[src/rtl/multicycle_control_pkg.sv]
// mips_pkg: shared definitions for the multicycle MIPS controller.
//   - opcode constants seen in the instruction register
//   - the 4-bit controller state enum (encodings visible on the debug port)
//   - alu_op, alu_src_b and pc_source encodings (alu_op is also used by
//     aluControlUnit)
//   - ctrl_t: the bundle of per-state datapath control signals
package mips_pkg;

  localparam logic [5:0] OP_RTYPE = 6'h00;
  localparam logic [5:0] OP_LW    = 6'h23;
  localparam logic [5:0] OP_SW    = 6'h2B;
  localparam logic [5:0] OP_BEQ   = 6'h04;
  localparam logic [5:0] OP_J     = 6'h02;
  localparam logic [5:0] OP_ADDI  = 6'h08;

  typedef enum logic [3:0] {
    S_FETCH    = 4'd0,
    S_DECODE   = 4'd1,
    S_MEM_ADDR = 4'd2,
    S_MEM_RD   = 4'd3,
    S_MEM_WB   = 4'd4,
    S_MEM_WR   = 4'd5,
    S_R_EXEC   = 4'd6,
    S_R_WB     = 4'd7,
    S_BRANCH   = 4'd8,
    S_JUMP     = 4'd9,
    S_I_EXEC   = 4'd10,
    S_I_WB     = 4'd11
  } state_t;

  localparam logic [1:0] ALU_OP_ADD   = 2'b00;
  localparam logic [1:0] ALU_OP_SUB   = 2'b01;
  localparam logic [1:0] ALU_OP_FUNCT = 2'b10;

  localparam logic [1:0] SRC_B_REG     = 2'b00;
  localparam logic [1:0] SRC_B_FOUR    = 2'b01;
  localparam logic [1:0] SRC_B_IMM     = 2'b10;
  localparam logic [1:0] SRC_B_IMM_SH2 = 2'b11;

  localparam logic [1:0] PC_SRC_ALU    = 2'b00;
  localparam logic [1:0] PC_SRC_ALUOUT = 2'b01;
  localparam logic [1:0] PC_SRC_JUMP   = 2'b10;

  typedef struct packed {
    logic       pc_write;
    logic       pc_write_cond;
    logic       ir_write;
    logic       i_or_d;
    logic       mem_read;
    logic       mem_write;
    logic       mem_to_reg;
    logic       reg_dst;
    logic       reg_write;
    logic       alu_src_a;
    logic [1:0] alu_src_b;
    logic [1:0] alu_op;
    logic [1:0] pc_source;
  } ctrl_t;

endpackage

[src/rtl/multicycle_control_if.sv]
// multicycle_control_if: signals between the multicycle controller and the
// datapath / memory side.
//   instr_op, mem_ready        : into the controller
//   datapath enables and muxes : out of the controller
//   state, illegal_op, retired_count : status / debug out of the controller
//
// Memory handshake: mem_read / mem_write act as the request valid. Once raised
// they stay asserted and unchanged until the cycle in which mem_ready=1; that
// cycle completes the access. mem_ready has no meaning while no request is up.
interface multicycle_control_if #(
  parameter int WORD_SIZE = 32
);
  logic [5:0]           instr_op;
  logic                 mem_ready;
  logic                 pc_write;
  logic                 pc_write_cond;
  logic                 ir_write;
  logic                 i_or_d;
  logic                 mem_read;
  logic                 mem_write;
  logic                 mem_to_reg;
  logic                 reg_dst;
  logic                 reg_write;
  logic                 alu_src_a;
  logic [1:0]           alu_src_b;
  logic [1:0]           alu_op;
  logic [1:0]           pc_source;
  logic [3:0]           state;
  logic                 illegal_op;
  logic [WORD_SIZE-1:0] retired_count;

  modport master (
    input  instr_op, mem_ready,
    output pc_write, pc_write_cond, ir_write, i_or_d, mem_read, mem_write,
           mem_to_reg, reg_dst, reg_write, alu_src_a, alu_src_b, alu_op,
           pc_source, state, illegal_op, retired_count
  );

  modport slave (
    output instr_op, mem_ready,
    input  pc_write, pc_write_cond, ir_write, i_or_d, mem_read, mem_write,
           mem_to_reg, reg_dst, reg_write, alu_src_a, alu_src_b, alu_op,
           pc_source, state, illegal_op, retired_count
  );
endinterface

[src/rtl/multicycle_control_output_decode.sv]
// mc_output_decode: purely combinational Moore decode of the controller state
// into datapath control signals. mem_ready only matters in FETCH, where the
// IR load and PC increment happen in the cycle the fetch completes.
//   state     : current controller state
//   mem_ready : memory completes the current access this cycle
//   ctrl      : control bundle; all zero for unused encodings
module mc_output_decode
  import mips_pkg::*;
(
  input  state_t state,
  input  logic   mem_ready,
  output ctrl_t  ctrl
);

  always_comb begin
    ctrl = '0;
    case (state)
      S_FETCH: begin
        ctrl.mem_read  = 1'b1;
        ctrl.alu_src_b = SRC_B_FOUR;
        ctrl.ir_write  = mem_ready;
        ctrl.pc_write  = mem_ready;
      end
      S_DECODE:   ctrl.alu_src_b = SRC_B_IMM_SH2;
      S_MEM_ADDR: begin
        ctrl.alu_src_a = 1'b1;
        ctrl.alu_src_b = SRC_B_IMM;
      end
      S_MEM_RD: begin
        ctrl.mem_read = 1'b1;
        ctrl.i_or_d   = 1'b1;
      end
      S_MEM_WB: begin
        ctrl.reg_write  = 1'b1;
        ctrl.mem_to_reg = 1'b1;
      end
      S_MEM_WR: begin
        ctrl.mem_write = 1'b1;
        ctrl.i_or_d    = 1'b1;
      end
      S_R_EXEC: begin
        ctrl.alu_src_a = 1'b1;
        ctrl.alu_op    = ALU_OP_FUNCT;
      end
      S_R_WB: begin
        ctrl.reg_write = 1'b1;
        ctrl.reg_dst   = 1'b1;
      end
      S_BRANCH: begin
        ctrl.alu_src_a     = 1'b1;
        ctrl.alu_op        = ALU_OP_SUB;
        ctrl.pc_write_cond = 1'b1;
        ctrl.pc_source     = PC_SRC_ALUOUT;
      end
      S_JUMP: begin
        ctrl.pc_write  = 1'b1;
        ctrl.pc_source = PC_SRC_JUMP;
      end
      S_I_EXEC: begin
        ctrl.alu_src_a = 1'b1;
        ctrl.alu_src_b = SRC_B_IMM;
      end
      S_I_WB:     ctrl.reg_write = 1'b1;
      default:    ctrl = '0;
    endcase
  end

endmodule

[src/rtl/multicycle_control.sv]
// multicycle_control: sequencing controller for the multicycle MIPS datapath.
// Walks each instruction through FETCH/DECODE/execute/memory/write-back states,
// stalling FETCH, MEM_RD and MEM_WR until mem_ready.
//   clk, rst : single clock, synchronous active-high reset
//   bus      : multicycle_control_if master side (opcode and mem_ready in;
//              datapath controls, debug state, illegal_op pulse and
//              retired-instruction counter out)
module multicycle_control
  import mips_pkg::*;
#(
  parameter int WORD_SIZE = 32
) (
  input logic                  clk,
  input logic                  rst,
  multicycle_control_if.master bus
);

  state_t               state_q;
  state_t               state_d;
  logic [5:0]           op_q;
  logic                 illegal_q;
  logic                 illegal_d;
  logic                 retire;
  logic [WORD_SIZE-1:0] retired_q;
  ctrl_t                ctrl;
  ctrl_t                ctrl_out;

  mc_output_decode u_decode (
    .state     (state_q),
    .mem_ready (bus.mem_ready),
    .ctrl      (ctrl)
  );

  // retire marks the final cycle of a completed instruction; the counter
  // steps on the edge that leaves that state.
  always_comb begin
    state_d   = S_FETCH;
    retire    = 1'b0;
    illegal_d = 1'b0;
    case (state_q)
      S_FETCH:  state_d = bus.mem_ready ? S_DECODE : S_FETCH;
      S_DECODE: begin
        case (bus.instr_op)
          OP_RTYPE:     state_d = S_R_EXEC;
          OP_LW, OP_SW: state_d = S_MEM_ADDR;
          OP_BEQ:       state_d = S_BRANCH;
          OP_J:         state_d = S_JUMP;
          OP_ADDI:      state_d = S_I_EXEC;
          default: begin
            state_d   = S_FETCH;
            illegal_d = 1'b1;
          end
        endcase
      end
      // The IR may already hold the next word, so use the opcode captured
      // in DECODE rather than the live instr_op.
      S_MEM_ADDR: state_d = (op_q == OP_SW) ? S_MEM_WR : S_MEM_RD;
      S_MEM_RD:   state_d = bus.mem_ready ? S_MEM_WB : S_MEM_RD;
      S_MEM_WR: begin
        state_d = bus.mem_ready ? S_FETCH : S_MEM_WR;
        retire  = bus.mem_ready;
      end
      S_R_EXEC:   state_d = S_R_WB;
      S_I_EXEC:   state_d = S_I_WB;
      S_MEM_WB, S_R_WB, S_BRANCH, S_JUMP, S_I_WB: begin
        state_d = S_FETCH;
        retire  = 1'b1;
      end
      default:    state_d = S_FETCH;
    endcase
  end

  always_ff @(posedge clk) begin
    if (rst) begin
      state_q   <= S_FETCH;
      op_q      <= '0;
      illegal_q <= 1'b0;
      retired_q <= '0;
    end else begin
      state_q   <= state_d;
      illegal_q <= illegal_d;
      if (state_q == S_DECODE) op_q <= bus.instr_op;
      if (retire) retired_q <= retired_q + 1'b1;
    end
  end

  // Reset squashes every enable in the same cycle so an aborted instruction
  // cannot write memory, registers or the PC.
  assign ctrl_out = rst ? '0 : ctrl;

  assign bus.pc_write      = ctrl_out.pc_write;
  assign bus.pc_write_cond = ctrl_out.pc_write_cond;
  assign bus.ir_write      = ctrl_out.ir_write;
  assign bus.i_or_d        = ctrl_out.i_or_d;
  assign bus.mem_read      = ctrl_out.mem_read;
  assign bus.mem_write     = ctrl_out.mem_write;
  assign bus.mem_to_reg    = ctrl_out.mem_to_reg;
  assign bus.reg_dst       = ctrl_out.reg_dst;
  assign bus.reg_write     = ctrl_out.reg_write;
  assign bus.alu_src_a     = ctrl_out.alu_src_a;
  assign bus.alu_src_b     = ctrl_out.alu_src_b;
  assign bus.alu_op        = ctrl_out.alu_op;
  assign bus.pc_source     = ctrl_out.pc_source;
  assign bus.state         = state_q;
  assign bus.illegal_op    = illegal_q & ~rst;
  assign bus.retired_count = retired_q;

endmodule

[src/flat_wrapper.sv]
// flat-port wrapper written by rule: the top's interface ports become plain ports
module multicycle_control_flat import mips_pkg::*;
#(
  parameter int WORD_SIZE = 32
)
  (clk, rst, bus_instr_op, bus_mem_ready, bus_pc_write, bus_pc_write_cond, bus_ir_write, bus_i_or_d, bus_mem_read, bus_mem_write, bus_mem_to_reg, bus_reg_dst, bus_reg_write, bus_alu_src_a, bus_alu_src_b, bus_alu_op, bus_pc_source, bus_state, bus_illegal_op, bus_retired_count);
  multicycle_control_if #(.WORD_SIZE(WORD_SIZE)) bus_i ();
  input logic clk;
  input logic rst;
  input wire logic [$bits(bus_i.instr_op)-1:0] bus_instr_op;
  input wire logic [$bits(bus_i.mem_ready)-1:0] bus_mem_ready;
  output wire logic [$bits(bus_i.pc_write)-1:0] bus_pc_write;
  output wire logic [$bits(bus_i.pc_write_cond)-1:0] bus_pc_write_cond;
  output wire logic [$bits(bus_i.ir_write)-1:0] bus_ir_write;
  output wire logic [$bits(bus_i.i_or_d)-1:0] bus_i_or_d;
  output wire logic [$bits(bus_i.mem_read)-1:0] bus_mem_read;
  output wire logic [$bits(bus_i.mem_write)-1:0] bus_mem_write;
  output wire logic [$bits(bus_i.mem_to_reg)-1:0] bus_mem_to_reg;
  output wire logic [$bits(bus_i.reg_dst)-1:0] bus_reg_dst;
  output wire logic [$bits(bus_i.reg_write)-1:0] bus_reg_write;
  output wire logic [$bits(bus_i.alu_src_a)-1:0] bus_alu_src_a;
  output wire logic [$bits(bus_i.alu_src_b)-1:0] bus_alu_src_b;
  output wire logic [$bits(bus_i.alu_op)-1:0] bus_alu_op;
  output wire logic [$bits(bus_i.pc_source)-1:0] bus_pc_source;
  output wire logic [$bits(bus_i.state)-1:0] bus_state;
  output wire logic [$bits(bus_i.illegal_op)-1:0] bus_illegal_op;
  output wire logic [$bits(bus_i.retired_count)-1:0] bus_retired_count;
  assign bus_i.instr_op = bus_instr_op;
  assign bus_i.mem_ready = bus_mem_ready;
  assign bus_pc_write = bus_i.pc_write;
  assign bus_pc_write_cond = bus_i.pc_write_cond;
  assign bus_ir_write = bus_i.ir_write;
  assign bus_i_or_d = bus_i.i_or_d;
  assign bus_mem_read = bus_i.mem_read;
  assign bus_mem_write = bus_i.mem_write;
  assign bus_mem_to_reg = bus_i.mem_to_reg;
  assign bus_reg_dst = bus_i.reg_dst;
  assign bus_reg_write = bus_i.reg_write;
  assign bus_alu_src_a = bus_i.alu_src_a;
  assign bus_alu_src_b = bus_i.alu_src_b;
  assign bus_alu_op = bus_i.alu_op;
  assign bus_pc_source = bus_i.pc_source;
  assign bus_state = bus_i.state;
  assign bus_illegal_op = bus_i.illegal_op;
  assign bus_retired_count = bus_i.retired_count;
  multicycle_control #(.WORD_SIZE(WORD_SIZE)) u_core (.clk(clk), .rst(rst), .bus(bus_i));
endmodule
[config.mk]
export PLATFORM = sky130hd
export DESIGN_NAME = multicycle_control_flat
export DESIGN_NICKNAME = d
export VERILOG_FILES = /design/src/rtl/multicycle_control_pkg.sv /design/src/rtl/multicycle_control_if.sv /design/src/rtl/multicycle_control_output_decode.sv /design/src/rtl/multicycle_control.sv /design/src/flat_wrapper.sv
export SDC_FILE = /design/constraint.sdc
export NUM_CORES = 1
export LEC_CHECK = 0
export BUFFER_PORTS_ARGS = -buffer_cell sky130_fd_sc_hd__buf_2
export CAP_MARGIN = 30
export CORE_MARGIN = 3
export CORE_UTILIZATION = 53
export CTS_CLUSTER_DIAMETER = 40
export DETAILED_ROUTE_END_ITERATION = 8
export PLACE_DENSITY = 0.9
export SKIP_CTS_REPAIR_TIMING = 1
export SLEW_MARGIN = 15
export SYNTH_ARGS = -nofsm -noshare
export SYNTH_HDL_FRONTEND = slang
export SYNTH_HIERARCHICAL = 1
export SYNTH_SLANG_ARGS = --single-unit
[constraint.sdc]
create_clock -name clk -period 2.7 [get_ports clk]
set_clock_uncertainty 0.05 [all_clocks]
set_input_delay 0.81 -clock clk [delete_from_list [all_inputs] [get_ports clk]]
set_output_delay 0.81 -clock clk [all_outputs]
set_load 0.03 [all_outputs]
==> results.txt, run 1 <==
The number of nets handed over by synthesis was between 300 and 400. The sink count of the clock tree is 43. The ratio of total power to cell area came out at roughly 450 nW/um2. The post-synthesis instance area came out at 2475 um2. The average cell area after synthesis is 7.983 um2.

The simple logic cell fraction of the synthesized area is 0.3974. The worst pin sits at a relative slew slack of 0.5155. The count of final max-slew check failures came out at 0.

The total of max-cap violations came out at 0. After detailed routing, the number of vias per cell comes to 5.705. The die span in x is approximately 74 um.

Tracing the worst setup path back leads to its startpoint at bus_mem_ready. The global router's overall resource usage came out at 0.2135. The share of total power dissipated in the clock network is 0.441.

The synthesized instance count came out at 310. By area, the combinational part of the netlist is dominated by simple AND/OR/NAND/NOR gates. The startpoint identified for the worst register-to-register timing path is u_core/bus.retired_count[5].

Of the post-synthesis cell area, the part taken by muxes is 0.004044. The half-perimeter wire length after detailed placement is about 4000 um. The number of enable-type register cells in the synthesized netlist came out at 0. The startpoint-to-endpoint class of the critical path is input port to primary output. In this run, CTS created clock tree buffers numbering 5. Setup repair after global routing left no endpoint under its margin. 62 I/O pins were placed. The area share of fa/ha/maj cells after synthesis is 0.005056. In the post-synthesis netlist, the biggest area contributors are sky130_fd_sc_hd__dfxtp_1, sky130_fd_sc_hd__xnor2_1, sky130_fd_sc_hd__nor2_1, sky130_fd_sc_hd__nor2b_1, sky130_fd_sc_hd__nand2_1. After routing, the total negative slack on setup checks comes to 0 ps. The global route total overflow is 0. By instance count, the leading cell after synthesis is sky130_fd_sc_hd__dfxtp_1. Of the total synthesized cell area, the portion taken by XOR and XNOR cells is 0.1026. Of all nets on the critical path, the largest fanout is 2. The top achievable clock speed is 380.1 MHz. The via count of the first global-routing pass came to 2174.

The H-tree was split into 2 levels. The number of warnings reported in the yosys synthesis log came out at 6. The synthesized-area fraction occupied by ao, oa, aoi and oai cells came out at 0.09151. The clock tree from TritonCTS is done.

The required time of the worst setup path came out at 1840 ps. The pin count of the biggest net entering global routing is 42. The total wire length after detailed routing is roughly 5800 um. The violation count after the first detailed-routing iteration came out at approximately 200.

The layout overhead on the synthesized area is 18.91%. The internal power consumption came out at about 0.0010 W. The count of nets left with antenna violations after detail routing is 0. The root buffer selected by CTS is sky130_fd_sc_hd__clkbuf_8. The part of the cycle the worst path needs is 0.9745. Hold timing on the final database bottoms out at a slack of between 400 and 500 ps. The y dimension of the die came out at 74.34 um. The total DRC errors in the routed layout is 0. The launching element type of the critical path is an input port. Of the cells placed in the final design, the portion with a size suffix greater than 1 is 0.2493. The arrival time of data at the critical path endpoint came out at ~1800 ps. The antenna diode count is 0. The layout has 359 filler cells. The kind of end point of the critical path is a primary output.

The total iterations of the first detailed-routing run is 5. The actual transition at the worst max-transition pin is 716.6 ps. The initial utilization of the core area, before any placement, comes to 0.5569. The path class of the tightest hold or removal check is flip-flop to flip-flop. The synthesized design contains 43 register bits. Synthesis instantiated 48 different standard cells from the library.

The clock network latency to the later pin of the worst-skew pair is around 300 ps. The fraction of the yosys area taken by sequential cells came out at 0.3478. The first global-routing pass estimated around 9500 um of wire. The area share of the largest cell type after synthesis is 0.3478.

The worst voltage drop across the vdd grid is 272.8 uV. In this run the most critical hold path is launched from u_core/op_q[1]. In the final design database the tool counted around 370 nets. The power dissipated by switching net loads is roughly 0.00029 W. After floorplanning, the core was divided into 24 placement rows. The clock-pin slew on the worst setup and hold paths came out at about 70 ps. Among all flip-flop cells after synthesis, the most frequent one is sky130_fd_sc_hd__dfxtp_1. The synthesized design spends more area on one cell type than any other, namely sky130_fd_sc_hd__dfxtp_1. The number of buffers on the longest clock path came out at 2. The wire length per cell came out at approximately 14 um. The area of the core region came out at around 4400 um2. The analysis attributes to cell leakage a power of about 1.2 nW.

The via count is around 2400. The switching share of power came out at 0.2158. The floorplan step defined a die boundary enclosing about 5500 um2. The initial antenna violation count is 0. The final hold violation count came out at 0.

The combinational share of power came out at 0.073. The power share of the sequential group is 0.485. Power comes to 0.001333 W. Counting instances in the post-synthesis netlist gives the leading cell types as sky130_fd_sc_hd__dfxtp_1, sky130_fd_sc_hd__nor2_1, sky130_fd_sc_hd__nand2_1. The final critical path time including I/O delays and setup came out at 2631 ps. The quantity of I/O buffers inserted on ports came out at between 60 and 70. The share of synthesized flip-flops with an asynchronous set or reset is 0.

The count of final setup violators came out at 0. The placer congestion estimate is about 0.84. The run finished with clean final reports.
per-stage QoR:
step / setup WS (ps) / cells / cell area [um2] / utilization
floorplan: 40.87 / 310 / 2475 / -
global placement: 91.50 / 409 / 2808 / 0.6318
CTS: 73.89 / 417 / 2940 / 0.6616
global route: 1.448 / 417 / 2943 / 0.6622
finish: 68.78 / 417 / 2943 / 0.6622
detailed placement: 74.11 / 409 / 2808 / 0.6318
cell families after synthesis:
kind of cell               count (synthesis)
muxes                                      1
AOI/OAI and AO/OA                         39
DFF                                       43
xor gates and xnor gates                  29
and+or+nand+nor                          169
buffers and inverters                     28
adders and majority gates                  1
layer usage:
metal / wire length [um] / up-vias / global-route usage
met5: 0 / - / 0
met4: 51 / 0 / 0.04743
met3: 372 / 6 / 0.04865
met2: 2784 / 100 / 0.3661
met1: 2562 / 1081 / 0.2751
li1: - / 1192 / -
worst max-delay path: stages:
cell and delay [ps]:
sky130_fd_sc_hd__buf_2 80, sky130_fd_sc_hd__or3b_1 350, sky130_fd_sc_hd__a211oi_2 180, sky130_fd_sc_hd__nor2b_1 150
sky130_fd_sc_hd__clkbuf_4 200
worst paths after layout:
check             depth (start not counted)  slack [ps]                           end
setup / recovery                          5          70                  bus_pc_write
hold / removal                            2         410                u_core/op_q[1]
setup reg to reg                          5         340  u_core/bus.retired_count[28]
hold reg to reg                           2         410                u_core/op_q[1]
cell usage in the layout (no fill, tap or decap), drive strengths merged, types with 2 or more instances in the layout:
cell	Yosys	layout
dfxtp	43	43
or3	8	8
a211oi	2	2
a31oi	2	2
or2	2	2
nand2b	7	7
or3b	2	2
or4	2	2
xnor2	19	19
nor2b	17	17
and4	4	4
nand3	15	15
inv	4	4
nand4	9	9
clkbuf	14	7
nand2	28	28
nor3	9	9
bufinv	0	2
and3	6	6
nand3b	2	2
nor2	32	32
o21ai	9	9
nor4	19	19
xor2	10	10
a21oi	20	20
buf	10	70
registers in the layout, summed over array words and instances (netlist names):
| register | cells |
|---|---|
| u_core/op_q | 6 |
| u_core/bus.retired_count | 32 |
| u_core/illegal_q | 1 |
| u_core/bus.state | 4 |
power by group through the flow:
| stage | registers, W | logic (W) | clock network (W) |
|---|---|---|---|
| 6_report | 0.000647 | 0.0000974 | 0.000588 |
| 5_1_grt | 0.000648 | 0.000107 | 0.000614 |
| 4_1_cts | 0.000647 | 0.0000967 | 0.000593 |
| 3_5_place_dp | 0.000661 | 0.0000957 | 0 |
| 3_3_place_gp | 0.000661 | 0.0000936 | 0 |
| 2_1_floorplan | 0.000663 | 0.0000672 | 0 |
final cells by class:
cell class,instances,area [um2],area share
flip-flops and latches,43,860.8,0.2925
multi-input cells,239,1486,0.5051
clock buffers,6,72.57,0.02466
repair buffers,71,382.9,0.1301
clock inverters,2,60.06,0.02041
well taps,52,65.06,0.02211
inverters,4,15.01,0.005102
(Power assumes the default switching activity.)
==> inputs of run 2 (changes only) <==
CTS_CLUSTER_DIAMETER = 50   (was 40)
clock period = 2.64 ns   (was 2.7 ns; I/O delays follow)
==> results.txt, run 2 (synthesis gave the netlist of run 1 again) <==
The run finished with clean final reports. The number of standard cells in the final layout excluding fillers came out at between 400 and 500. 62 I/O pins were placed.

The y dimension of the die is 74.34 um. At the end of routability-driven placement, the weighted congestion stood at 0.8235. The wire length of the first global-routing pass came out at 9480 um. Row generation in the floorplan step produced 24 rows. The required time of the worst setup path is 1800 ps. The placed standard-cell area came out at 2815 um2. In this run the worst path has a maximum fanout of 2. The routing usage on met2 came out at 0.3563.

The layout overhead on the synthesized area is 19.51%. The worst voltage drop across the vdd grid is 334.2 uV. The actual transition at the worst max-transition pin came out at 685.4 ps. The arrival time of data at the critical path endpoint is 1780 ps. Summing all flip-flop and latch instances after layout gives 863.3 um2. The power dissipated by switching net loads is 0.0002999 W.

The worst setup path is launched from an input port. The root buffer selected by CTS is sky130_fd_sc_hd__clkbuf_8. STA classifies the critical path endpoint as a primary output.

The via count came out at 2392. In the final routed layout, each cell accounts on average for 14.12 um. In this run the power density over the cells is 439.8 nW/um2.

The tool flagged a number of max-cap violations equal to 0. The die covers 5526 um2. The total iterations of the first detailed-routing run came out at 4. In the routed design, unresolved DRC markers number 0. The part of the cycle the worst path needs came out at 0.9918.

The sink count of the clock tree came out at 43. The share of total power dissipated in combinational logic is 0.080. The switching share of power came out at 0.2306. The worst relative slew slack came out at 0.5366.

Overall power consumption after layout is estimated at 0.001301 W. Setup repair after global routing could not meet its margin everywhere. The power share of the sequential group is 0.509. The H-tree generated during clock tree synthesis spans 2 levels.

Hold timing on the final database bottoms out at a slack of 409.4 ps. The multi-input gate area in the final layout came out at about 1500 um2. The final hold violation count came to 0.

At the later pin of the worst-skew pair, clock insertion delay measures 300 ps. The half-perimeter wire length after detailed placement is 4142 um. The library cells used most frequently in the layout, excluding fill and tap cells, are sky130_fd_sc_hd__buf_2, sky130_fd_sc_hd__dfxtp_1, sky130_fd_sc_hd__nor2_1. The internal portion of the total power is 0.001001 W. The total of fill cells in the finished design is 344. Tracing the worst setup path back leads to its startpoint at bus_mem_ready. For this run, the total global-route usage over all layers was measured as 0.2117. The summed negative setup slack over all endpoints came out at 0 ps. TritonCTS built the clock tree. The TritonCTS buffer count came out at 5. The number of cells after detailed placement came out at 410. The register with the most flip-flops in the layout has 32 of them. The leakage power figure came out at 1.182 nW. The via count of the first global-routing pass came out at 2121. The post-detailed-route via-to-cell ratio came out at around 5.7. In the global route stage, met1 resource usage came out at 0.2803.

The final instance area came out at 2958 um2. The number of buffers on the longest clock path came out at 2. Counting I/O delays and the setup requirement, the final critical path takes 2618 ps. The quantity of I/O buffers inserted on ports came out at 61. The met3 demand-to-capacity share in global routing came out at 0.04324. The clock-pin slew on the worst setup and hold paths is 80 ps.

The part of the power in the clock network came out at 0.411. Entering global routing, the biggest net connects 42 pins. The total wire length after detailed routing came out at 5902 um. The area of the core region came out at around 4400 um2.

The top achievable clock speed is 381.9 MHz. In this run the remaining antenna-violating nets after routing total 0. The setup path with the least slack is of type input port to primary output. The most utilized layer in the global route result is met2.

The initial antenna violation count came out at 0. The global route total overflow came out at 0. The die is 74.34 um wide. In this run the critical register-to-register path is launched from u_core/bus.retired_count[4]. The count of final max-slew check failures is 0.

Of the cells placed in the final design, the portion with a size suffix greater than 1 is 0.2650. In this run the most critical hold path is launched from u_core/op_q[1]. The initial core utilization came out at 0.5569. The violation count after the first detailed-routing iteration came out at 199. The number of antenna diodes in the final layout is 0. After the last flow step, the layout net total stands at 375. The library cell used most frequently in the layout, excluding fill and tap cells, is sky130_fd_sc_hd__buf_2.

In this run the worst hold path is classified as flip-flop to flip-flop. The count of final setup violators came out at 0.
-- run 2: critical path, cell delays in order --
cell	delay [ps]
sky130_fd_sc_hd__buf_6	70
sky130_fd_sc_hd__or3b_4	360
sky130_fd_sc_hd__a211oi_2	240
sky130_fd_sc_hd__nor2b_4	180
sky130_fd_sc_hd__buf_6	130
-- run 2: final timing paths --
kind / slack [ps] / cells after the start / to
setup / recovery: 20 / 5 / bus_pc_write
hold / removal: 410 / 2 / u_core/op_q[1]
hold reg to reg: 410 / 2 / u_core/op_q[1]
setup reg to reg: 430 / 5 / u_core/bus.retired_count[29]
-- run 2: stage by stage --
step / utilization / worst slack (ps)
6_report: 0.6655 / 21.59
5_1_grt: 0.6655 / -45.10
4_1_cts: 0.6599 / -17.86
3_5_place_dp: 0.6334 / -10.07
3_3_place_gp: 0.6334 / 66.53
2_1_floorplan: - / 16.87
-- run 2: cell type report --
cell class	instances	share of cell area
multi-input combinational	239	0.5059
sequential	43	0.2919
timing repair buffer	72	0.1354
clock buffer	6	0.02792
tap	52	0.02200
clock inverter	2	0.01184
inverter	4	0.005076
-- run 2: power groups by stage --
| stage | combinational (W) | sequential [W] | clock (W) |
|---|---|---|---|
| after CTS | 0.0000990 | 0.000661 | 0.000538 |
| after floorplan | 0.0000687 | 0.000678 | 0 |
| after global routing | 0.000115 | 0.000663 | 0.000556 |
| after detailed placement | 0.0000986 | 0.000677 | 0 |
| final | 0.000105 | 0.000662 | 0.000534 |
| after global placement | 0.0000956 | 0.000676 | 0 |
-- run 2: per-layer routing --
layer  vias to the layer above  wire length, um
met5                         -                0
met4                         0               70
met3                         8              262
met2                        66             2880
met1                      1119             2689
li1                       1199                -
